===== config.mk =====
export PLATFORM = sky130hd
export DESIGN_NAME = car_sensor_seq_gen
export DESIGN_NICKNAME = d
export VERILOG_FILES = /design/src/rtl/car_sensor_seq_gen.sv
export SDC_FILE = /design/constraint.sdc
export NUM_CORES = 1
export LEC_CHECK = 0
export BUFFER_PORTS_ARGS = -buffer_cell sky130_fd_sc_hd__buf_2
export CELL_PAD_IN_SITES_DETAIL_PLACEMENT = 1
export CELL_PAD_IN_SITES_GLOBAL_PLACEMENT = 1
export CORE_AREA = 2 2 39 41
export CTS_BUF_LIST = sky130_fd_sc_hd__clkbuf_8
export CTS_CLUSTER_SIZE = 40
export DETAILED_ROUTE_END_ITERATION = 7
export DIE_AREA = 0 0 41 43
export GPL_TIMING_DRIVEN = 0
export HOLD_SLACK_MARGIN = 0.03
export PLACE_DENSITY = 0.8
export SLEW_MARGIN = 20
export SYNTH_ARGS = -nofsm -noshare
export SYNTH_HDL_FRONTEND = slang
export SYNTH_SLANG_ARGS = --single-unit

===== constraint.sdc =====
create_clock -name clk -period 2.15 [get_ports clk]
set_input_delay 0.3225 -clock clk [delete_from_list [all_inputs] [get_ports clk]]
set_output_delay 0.3225 -clock clk [all_outputs]
set_load 0.1 [all_outputs]

===== src/rtl/car_sensor_seq_gen.sv =====
// car_sensor_seq_gen
//   Transmit side of the two-beam parking-lot sensor interface. Each accepted
//   start request drives the sensor pair ab through the Gray sequence that a
//   passing car produces: 00 -> PH1 -> PH2 -> PH3 -> 00. Each non-idle phase
//   is held for HOLD_CYCLES cycles.
//   Phase values for dir=0: 01, 11, 10. Phase values for dir=1: 10, 11, 01.
//   The direction is latched only when a request is accepted.
//   A start/busy/done handshake frames every pass. abort ends a pass at once.
//
//   Optional feature macro: CAR_BOUNCE_EN
//     When defined, the module gains a `bounce` input. It is sampled in the
//     last cycle of the first PH2 visit. When bounce is high there, the pass
//     rocks back PH2 -> PH1 -> PH2 and then continues to PH3. At most one
//     bounce is allowed per pass.

module car_sensor_seq_gen #(
    parameter int HOLD_CYCLES = 4
) (
    input  logic       clk,
    input  logic       reset,
    input  logic       start,
    input  logic       dir,
`ifdef CAR_BOUNCE_EN
    input  logic       bounce,
`endif
    input  logic       abort,
    output logic [1:0] ab,
    output logic       busy,
    output logic       done
);

    localparam int CNT_W = $clog2(HOLD_CYCLES + 1);

    localparam logic [CNT_W-1:0] CNT_LOAD = CNT_W'(HOLD_CYCLES);
    localparam logic [CNT_W-1:0] CNT_ONE  = CNT_W'(1);

    typedef enum logic [1:0] {
        IDLE = 2'd0,
        PH1  = 2'd1,
        PH2  = 2'd2,
        PH3  = 2'd3
    } state_t;

    state_t           state_q;
    logic [CNT_W-1:0] cnt_q;     // cycles left in the current phase, including this one
    logic             dir_q;     // direction latched at accept
    logic [1:0]       ab_q;
    logic             busy_q;
    logic             done_q;
`ifdef CAR_BOUNCE_EN
    logic             bounced_q; // the single allowed rock-back has been used
`endif

    // ab for the outer phases depends on direction; PH2 is always 11
    function automatic logic [1:0] ph1_ab(input logic d);
        return d ? 2'b10 : 2'b01;
    endfunction

    function automatic logic [1:0] ph3_ab(input logic d);
        return d ? 2'b01 : 2'b10;
    endfunction

    // Pass sequencer: state, hold counter and all outputs are updated together,
    // so ab/busy/done are registered and always consistent with the state
    always_ff @(posedge clk) begin
        if (reset) begin
            state_q   <= IDLE;
            cnt_q     <= '0;
            dir_q     <= 1'b0;
            ab_q      <= 2'b00;
            busy_q    <= 1'b0;
            done_q    <= 1'b0;
`ifdef CAR_BOUNCE_EN
            bounced_q <= 1'b0;
`endif
        end else begin
            // done is a single-cycle pulse; it is raised again only on the PH3 exit
            done_q <= 1'b0;
            case (state_q)
                IDLE: begin
                    // abort while idle also blocks a simultaneous start
                    if (start && !abort) begin
                        dir_q     <= dir;
                        state_q   <= PH1;
                        cnt_q     <= CNT_LOAD;
                        ab_q      <= ph1_ab(dir);
                        busy_q    <= 1'b1;
`ifdef CAR_BOUNCE_EN
                        bounced_q <= 1'b0;
`endif
                    end
                end
                default: begin
                    if (abort) begin
                        // abandon the pass silently: no done pulse
                        state_q <= IDLE;
                        cnt_q   <= '0;
                        ab_q    <= 2'b00;
                        busy_q  <= 1'b0;
                    end else if (cnt_q > CNT_ONE) begin
                        cnt_q <= cnt_q - CNT_ONE;
                    end else begin
                        // last cycle of the phase: step to the adjacent Gray code
                        case (state_q)
                            PH1: begin
                                state_q <= PH2;
                                cnt_q   <= CNT_LOAD;
                                ab_q    <= 2'b11;
                            end
                            PH2: begin
`ifdef CAR_BOUNCE_EN
                                if (!bounced_q && bounce) begin
                                    // car rocks back: revisit PH1 once
                                    state_q   <= PH1;
                                    cnt_q     <= CNT_LOAD;
                                    ab_q      <= ph1_ab(dir_q);
                                    bounced_q <= 1'b1;
                                end else begin
                                    state_q <= PH3;
                                    cnt_q   <= CNT_LOAD;
                                    ab_q    <= ph3_ab(dir_q);
                                end
`else
                                state_q <= PH3;
                                cnt_q   <= CNT_LOAD;
                                ab_q    <= ph3_ab(dir_q);
`endif
                            end
                            default: begin
                                // PH3 exit: beams clear, pass complete
                                state_q <= IDLE;
                                cnt_q   <= '0;
                                ab_q    <= 2'b00;
                                busy_q  <= 1'b0;
                                done_q  <= 1'b1;
                            end
                        endcase
                    end
                end
            endcase
        end
    end

    assign ab   = ab_q;
    assign busy = busy_q;
    assign done = done_q;

endmodule

After elaboration in Yosys (flattened, before gate mapping)
Index checks and enable logic that the tools add are counted.
{"block": "totals", "output_inout_bits": 4, "elab_cells": 44, "ff_bits": 10, "in_bits": 5}
{"block": "op_classes", "n_mux": 23, "addsub": 1, "magnitude_cmp": 1, "reduce_logical": 8, "n_eq_ne": 5}
{"cell": "2-to-1 mux 2 bit", "count": 10}
{"cell": "2-to-1 mux 3 bit", "count": 5}
{"cell": "one-hot mux 2 bit (2 select lines)", "count": 2}
{"cell": "2-to-1 mux 1 bit", "count": 6}
{"cell": "AND reduction 2 bit", "count": 2}
{"cell": "OR reduction 4 bit", "count": 1}
{"cell": "> comparator 3 x 1 -> 1 bit (second input constant)", "count": 1}
{"cell": "!= test 3 x 1 -> 1 bit (second input constant)", "count": 1}
{"cell": "!= test 3 x 2 -> 1 bit (second input constant)", "count": 1}
{"cell": "AND reduction 3 bit", "count": 1}
{"cell": "subtractor 3 x 1 -> 3 bit (second input constant)", "count": 1}
{"cell": "== test 2 x 1 -> 1 bit (second input constant)", "count": 1}
{"cell": "== test 2 bit (second input constant)", "count": 1}
{"cell": "logical NOT 2 bit", "count": 1}
{"cell": "!= test 2 bit (second input constant)", "count": 1}
{"cell": "OR reduction 2 bit", "count": 1}
{"cell": "logical AND 1 bit", "count": 1}
{"cell": "logical NOT 1 bit", "count": 1}

Logic depth before layout (Yosys ltp)
Gate-level depths: netlist (run 1).
{"block": "depth", "depth_word": 6, "depth_mapped": 6, "mapped_depth_nobuf": 6}

Worst setup path before layout (run 1)
No wires, ideal clock.
{"block": "synth_path", "kind": "flip-flop to flip-flop", "startpoint": "reg state_q[0]", "endpoint": "reg cnt_q[1]", "required_ns": 2.079, "path_buffers": 0, "setup_slack_ns": 0.709, "synth_period_minus_slack_ns": 1.441, "t_arrival_ns": 1.370, "setup_ns": 0.071, "stages_incl_launch_ff": 7, "path_cell_list": "dfxtp_1 inv_1 ha_1 nor2_1 and3_4 or2b_1 a21oi_1"}
{"block": "synth_via", "elab_chain_cells": 2, "word_cells_on_any_way": 3, "classes_between": "1 x eq/ne; 1 x mux; 1 x reduce/logical"}
{"element": "from (decl)", "line": "44", "text": "state_t state_q;"}
{"element": "from (signal assigned)", "line": "67", "text": "state_q <= IDLE;"}
{"element": "from (signal assigned)", "line": "84", "text": "state_q <= PH1;"}
{"element": "from (signal assigned)", "line": "96", "text": "state_q <= IDLE;"}
{"element": "logical NOT 2 bit (*)", "line": "79", "text": "case (state_q)"}
{"element": "!= test 2 bit (no line) / 2-to-1 mux 3 bit (equally long branches)"}
{"element": "to (signal assigned)", "line": "101", "text": "cnt_q <= cnt_q - CNT_ONE;"}
{"element": "to (decl)", "line": "45", "text": "logic [CNT_W-1:0] cnt_q;"}
Every way passes the cells marked *; elsewhere a longest branch is shown, timed or not.
A chain may end at the register's enable or synchronous reset.

Worst setup path after layout (run 1)
{"block": "layout_path", "startpoint": "reg state_q[0]", "endpoint": "reg ab_q[1] (netlist: ab[1])"}
{"block": "layout_via", "elab_chain_cells": 5, "word_cells_on_any_way": 10, "classes_between": "4 x eq/ne; 4 x mux; 2 x reduce/logical"}
{"element": "== test 2 bit / == test 2 x 1 -> 1 bit (equally long branches)", "line": "104", "text": "case (state_q)"}
{"element": "one-hot mux 2 bit (2 select lines)", "line": "104"}
{"element": "2-to-1 mux 2 bit", "line": "100", "text": "end else if (cnt_q > CNT_ONE) begin"}
{"element": "2-to-1 mux 2 bit", "line": "94", "text": "if (abort) begin"}
{"element": "2-to-1 mux 2 bit", "line": "79"}
{"element": "to (signal assigned)", "line": "86", "text": "ab_q <= ph1_ab(dir);"}
{"element": "to (signal assigned)", "line": "126", "text": "ab_q <= ph3_ab(dir_q);"}
{"element": "to (decl)", "line": "47", "text": "logic [1:0] ab_q;"}
Parallel ways exist; a longest one is shown, timed or not. The select of a mux whose other input is x is not followed.

==> summary.txt, run 1 <==
Power
  – Static Leak: 0.261 nW
  – Total power: 552 uW
  – VDD IR-drop max: 0.000277 V
  – Pwr per Cell Area: 840 nW/um^2

Die
  – Die area: 1760 sq um
  – Die Span Y: 43 microns
  – I/O pin total: 9
  – Initial Util: 40.5%
  – Rows: 14
  – Die X: 41 microns
  – Area of the core: 1380 sq um

Worst hold path
  – Worst hold endpoint: done$_SDFF_PP0_
  – Worst Hold Class: in -> reg
  – Hold Path Stages: 2
  – Hold Startpoint: abort

Run
  – Max Cap Viol: 0

Timing
  – Worst-Margin Slew: 0.484 ns
  – Post-route clock period utilization: 77.3%
  – Max Fclk: 602 MHz
  – RSZ-0062 raised after global routing: false
  – Min Tclk post-route: 1.66 ns
  – # setup viols final: 0
  – Final hold vios: 0
  – Setup_tns: 0 ns
  – Clk_skew: 0.00233 ns
  – Slew margin rel.: 68.0%
  – Slew Limit Fails: 0

Drt
  – ANT nets after route: 0
  – Wire per inst: 13.1 microns
  – Vias per std cell: 5.39
  – First-pass DRT Iterations: 3
  – DR vias: 496
  – Final wirelength: 1210 microns
  – DRC violations left: 0
  – First DRT Iteration DRCs: 6

Clocking
  – CTS Sinks: 10
  – CTS Buffer Depth: 2
  – Root buf cell: clkbuf_8
  – Clock latency on the worst-skew pair: 0.23 ns
  – Total CTS buffers: 3
  – CTS H-Tree Depth: 1
  – TritonCTS clock tree: built
  – # Post-CTS Setup Buffers: 0
  – Post-CTS sizing: 0
  – Clock-pin slew on the worst setup and hold paths: 0.05 ns
  – Hold-fix buffers, CTS: 0

Yosys
  – Synth Area in XOR/XNOR: 0%
  – Mean area per synthesized cell: 8.49 sq um
  – Post-synthesis adder-cell area fraction: 11.2%
  – Synth top area cells: dfxtp_1 (36%), ha_1 (11%), a21oi_1 (5.4%)
  – Syn nets: 76
  – Mux cell area share after synthesis: 1.79%
  – Area of the mapped netlist: 561 sq um
  – Ys Warns: 0
  – Largest family of logic cells by synthesized area: simple AND/OR/NAND/NOR gates
  – EDFF count, synth: 0
  – Area share of the largest cell type after synthesis: 35.7%
  – Post-synth cell types: 27
  – Seq cells post-synth: 10
  – Dominant cell type by area after synthesis: dfxtp_1
  – Top FF cell, synth: dfxtp_1
  – Cells after Synth: 66
  – Post-synthesis sequential area ratio: 35.7%
  – Post-synth ARST share: 0%
  – Most frequent cell after synthesis: dfxtp_1
  – Compound-cell area share of the yosys netlist: 18.1%
  – Simple-Gate Fraction of Synth Area: 29.2%
  – Synth top cells by count: dfxtp_1 (10), a21oi_1 (6), nand2_1 (6), nor2_1 (6), ha_1 (5)

Outcome
  – Status: finished clean

GRT
  – Vias in the first global route: 497
  – GR Util All Layers: 16.7%
  – Antenna violations before repair: 0
  – First-pass GRT wire length: 1980 microns
  – Largest net degree at the start of global routing: 11
  – Remaining global-route overflow: 0

Setup path
  – R2R setup slack: 0.49 ns
  – Worst EP required: 2.29 ns
  – CP Max Fanout: 10
  – R2R Path End: ab[1]$_SDFFE_PP0P_
  – Worst Reg2Reg Path Length in Cells: 6
  – Worst EP arrival: 1.80 ns
  – CP Class: reg -> reg
  – Startpoint class of the critical path: flop
  – Worst setup EP type: flop
  – Reg2reg start: state_q[0]$_SDFFE_PP0P_

Finish
  – Final-layout fill cell count: 180
  – Final nets: 88
  – Final non-filler cell total: 92
  – Syn-to-layout area delta: 17.2%
  – Final antenna diode count: 0
  – Share of cells above drive strength 1: 19.7%

Place
  – Post-detail-place hpwl: 903 microns
  – RePlAce Congestion: 0.729
  – Port Buffer Count: 7
  – Dpl cells: 89
## layout by cell type (no fill, tap or decap)
cell,Yosys,routed
o31ai_1,1,1
nor4_1,1,1
and3_1,1,1
nand2_1,6,6
o32a_1,1,1
a21oi_2,1,1
o21ba_2,1,1
nand4_1,1,1
and2_1,1,1
nor2b_1,3,3
o21ai_0,2,2
nor2_1,6,6
ha_1,5,5
a32oi_2,1,1
a311oi_1,1,1
nor3_1,2,2
inv_1,4,4
clkbuf_1,2,2
nand3_1,2,2
nand2b_1,3,3
mux2i_1,1,1
and3_4,1,1
a21oi_1,6,6
buf_2,0,7
or3_1,1,1
dfxtp_1,10,10
or3_4,1,1
clkbuf_8,0,3
or2b_1,1,1
## cell families (layout without fill, tap and decap cells)
family | count (synthesis) | count (layout)
AO/OA/AOI/OAI | 14 | 14
adder cells (fa/ha/maj) | 5 | 5
buffers and inverters | 6 | 16
flip-flops | 10 | 10
multiplexers | 1 | 1
AND/OR/NAND/NOR | 30 | 30
## cell type report
class / instances / area (sq um) / area share, %
timing repair buffer: 7 / 35.0 / 5.33
clock buffer: 3 / 41.3 / 6.29
inverter: 4 / 15.0 / 2.29
buffer: 2 / 7.51 / 1.14
sequential: 10 / 200 / 30.5
tap: 16 / 20.0 / 3.05
multi-input combinational: 50 / 338 / 51.4
## per-stage QoR
stage	hold WS, ns	setup WS [ns]	cell area, sq um	util, %
floorplan	0.400	0.709	561	-
global placement	0.458	0.557	616	44.5
detailed placement	0.468	0.509	616	44.5
CTS	0.328	0.483	657	47.5
global route	0.353	0.332	657	47.5
finish	0.323	0.488	657	47.5
## critical path, stage by stage (launching register included)
cell,delay [ns]
dfxtp_1,0.35
inv_1,0.08
ha_1,0.21
clkbuf_1,0.23
a32oi_2,0.38
nor2_1,0.07
a311oi_1,0.24
## layer usage
layer	up-vias	wire [microns]	track usage (%)
met5	-	0	0
met4	0	9	8.00
met3	2	42	3.14
met2	7	585	26.9
met1	238	571	20.0
li1	249	-	-
## worst max-delay path by stage
stage,from,endpoint,slack [ns]
floorplan,state_q[0]$_SDFFE_PP0P_,cnt_q[1]$_SDFFE_PP0P_,0.71
global placement,state_q[0]$_SDFFE_PP0P_,state_q[1]$_SDFFE_PP0P_,0.56
global route,state_q[0]$_SDFFE_PP0P_,ab[1]$_SDFFE_PP0P_,0.33
finish,state_q[0]$_SDFFE_PP0P_,ab[1]$_SDFFE_PP0P_,0.49
CTS,state_q[0]$_SDFFE_PP0P_,state_q[1]$_SDFFE_PP0P_,0.48
detailed placement,state_q[0]$_SDFFE_PP0P_,ab[1]$_SDFFE_PP0P_,0.51
## state kept, by name, summed over array words and instances (netlist names)
signal	flops
cnt_q	3
ab	2
busy	1
dir_q	1
state_q	2
done	1
## power by group
| group | switching (mW) | total, mW | internal, mW |
|---|---|---|---|
| Combinational | 0.106 | 0.152 | 0.0452 |
| Sequential | 0.0106 | 0.211 | 0.201 |
| Clock | 0.0667 | 0.189 | 0.122 |
No activity file was read; power rests on OpenSTA's default activity.
==> run 2, diff against run 1 <==
- CORE_AREA: 2 2 39 41 -> unset
- CORE_MARGIN: unset -> 1.5
- CORE_UTILIZATION: unset -> 37
- DIE_AREA: 0 0 41 43 -> unset
- PLACE_DENSITY: 0.8 -> 0.75
- clock period: 2.15 -> 1.5 ns (I/O delays scaled with it)
==> summary.txt, run 2 (synthesis results as in run 1) <==
Timing
  – Worst-Margin Slew: 0.509 ns (+0.0248 ns)
  – RSZ-0062 raised after global routing: true
  – Post-route clock period utilization: 99.6% (+22 points)
  – Worst-case hold slack: 0.249 ns (-0.0731 ns)
  – Slew Limit Fails: 0 (unchanged)
  – Min Tclk post-route: 1.49 ns (-0.168 ns)
  – Max Fclk: 669 MHz (+11%)
  – Final hold vios: 0 (unchanged)
  – Clk_skew: 0.000534 ns (-0.00180 ns)
  – Slew margin rel.: 66.1% (-1.9 points)
  – # setup viols final: 0 (unchanged)

Die
  – Die area: 1760 sq um (-0.32%)
  – Rows: 13 (-1)
  – Initial Util: 41.5% (+1.0 points)
  – Die X: 41.9 microns (+2.2%)
  – Area of the core: 1350 sq um (-2.4%)
  – Die Span Y: 41.9 microns (-2.5%)
  – I/O pin total: 9 (unchanged)

Finish
  – Syn-to-layout area delta: 29.5%
  – Final non-filler cell total: 94 (+2.2%)
  – Share of cells above drive strength 1: 38.0% (+18 points)
  – Final nets: 90 (+2.3%)
  – Max reg flops: 3 (unchanged)
  – Final core utilization: 53.8% (+6.3 points)
  – Final antenna diode count: 0 (unchanged)
  – Largest Register: cnt_q
  – Commonest non-fill, non-tap cell in the layout: buf_2
  – Most frequent cells in the layout: buf_2 (7), nand2_1 (6), a21oi_1 (6)
  – Final-layout fill cell count: 172 (-4.4%)

Drt
  – First DRT Iteration DRCs: 5 (-1)
  – ANT nets after route: 0 (unchanged)
  – Wire per inst: 16.2 microns (+24%)
  – First-pass DRT Iterations: 4 (+1)
  – Final wirelength: 1530 microns (+26%)
  – Vias per std cell: 5.45 (+1.0%)
  – DRC violations left: 0 (unchanged)
  – DR vias: 512 (+3.2%)

Power
  – Static Leak: 0.288 nW (+10%)
  – VDD IR-drop max: 0.000496 V (+79%)
  – Pwr per Cell Area: 1260 nW/um^2 (+50%)

Clocking
  – CTS H-Tree Depth: 1 (unchanged)
  – CTS Buffer Depth: 2 (unchanged)
  – Clock-pin slew on the worst setup and hold paths: 0.05 ns (about the same)
  – Root buf cell: clkbuf_8
  – CTS Sinks: 10 (unchanged)
  – TritonCTS clock tree: built
  – Hold-fix buffers, CTS: 0 (unchanged)
  – Total CTS buffers: 3 (unchanged)
  – Clock latency on the worst-skew pair: 0.24 ns (about the same)

Setup path
  – CP Max Fanout: 5 (-5)
  – Worst EP arrival: 1.67 ns (-0.13 ns)
  – CP Class: reg -> reg
  – Worst setup EP type: flop
  – Startpoint class of the critical path: flop
  – Worst EP required: 1.67 ns (-0.62 ns)

GRT
  – Remaining global-route overflow: 0 (unchanged)
  – First-pass GRT wire length: 2350 microns (+19%)
  – GR Util All Layers: 18.5% (+1.8 points)
  – Antenna violations before repair: 0 (unchanged)
  – Vias in the first global route: 523 (+5.2%)
  – Largest net degree at the start of global routing: 11 (unchanged)

Run
  – Max Cap Viol: 0 (unchanged)

Worst hold path
  – Worst Hold Class: in -> reg

Outcome
  – Status: finished clean

Place
  – Dpl cells: 88 (-1.1%)
  – Port Buffer Count: 7 (unchanged)
  – Post-detail-place hpwl: 952 microns (+5.4%)
  – RePlAce Congestion: 0.758 (+4.0%)
## run 2: cell types whose count changed in the layout (fill, tap and decap cells not counted)
| cell | before | now |
|---|---|---|
| inv_2 | 0 | 3 |
| buf_4 | 0 | 2 |
| ha_2 | 0 | 1 |
| ha_4 | 0 | 1 |
| dfxtp_4 | 0 | 1 |
| nor2_4 | 0 | 1 |
| dfxtp_2 | 0 | 4 |
| inv_1 | 4 | 1 |
| ha_1 | 5 | 3 |
| nor2_1 | 6 | 5 |
| dfxtp_1 | 10 | 5 |
| clkbuf_8 | 3 | 5 |
| clkbuf_1 | 2 | 1 |
## run 2: metrics by stage
stage                     cell area, sq um  setup TNS [ns]  worst slack [ns]  total power, mW
after global routing                   726         -0.0489           -0.0269            0.953
final                                  726               0           0.00603            0.914
after CTS                              698               0           0.00651            0.900
after global placement                 614          -0.310            -0.103            0.520
after floorplan                        561               0            0.0587            0.481
after detailed placement               614          -0.460            -0.141            0.525
## run 2: area by class of cell
cell class                 instances  area [sq um]  share of cell area [%]
tap                               15          18.8                    2.59
clock buffer                       4          55.1                    7.59
sequential                        10           209                    28.8
buffer                             2          17.5                    2.41
timing repair buffer               9          50.0                    6.90
inverter                           4          15.0                    2.07
multi-input combinational         50           360                    49.7
## run 2: path summary, 6_finish.rpt
kind	from	end	slack, ns	depth (start not counted)
max	cnt_q[0]$_SDFFE_PP0P_	ab[0]$_SDFFE_PP0P_	0.006	4
min	abort	done$_SDFF_PP0_	0.25	2
max reg2reg	cnt_q[0]$_SDFFE_PP0P_	ab[0]$_SDFFE_PP0P_	0.006	4
min reg2reg	ab[0]$_SDFFE_PP0P_	ab[0]$_SDFFE_PP0P_	0.49	2
## run 2: power breakdown
group,internal (mW),switching (mW)
combinational,0.0921,0.167
sequential,0.288,0.0170
clock,0.232,0.118
## run 2: what timing repair did
item,in CTS,in global routing
resized for setup,7,10
endpoints found under the setup margin,6,8
buffers inserted,1,1
pin swaps,1,3
## run 2: layer usage
| metal | GRT usage, % | routed length, microns | part of all wire [%] | vias to the layer above |
|---|---|---|---|---|
| met2 | 31.9 | 722 | 47 | 16 |
| met4 | 10.3 | 81 | 5.3 | 0 |
| li1 | - | - | - | 253 |
| met5 | 0 | 0 | 0 | - |
| met3 | 6.96 | 75 | 4.9 | 9 |
| met1 | 18.9 | 646 | 42 | 234 |
## run 2: critical path: stages (launching register included)
cell and delay [ns]:
dfxtp_2 0.34, or3_4 0.39, and3_4 0.21, o32a_1 0.35, a21oi_2 0.13
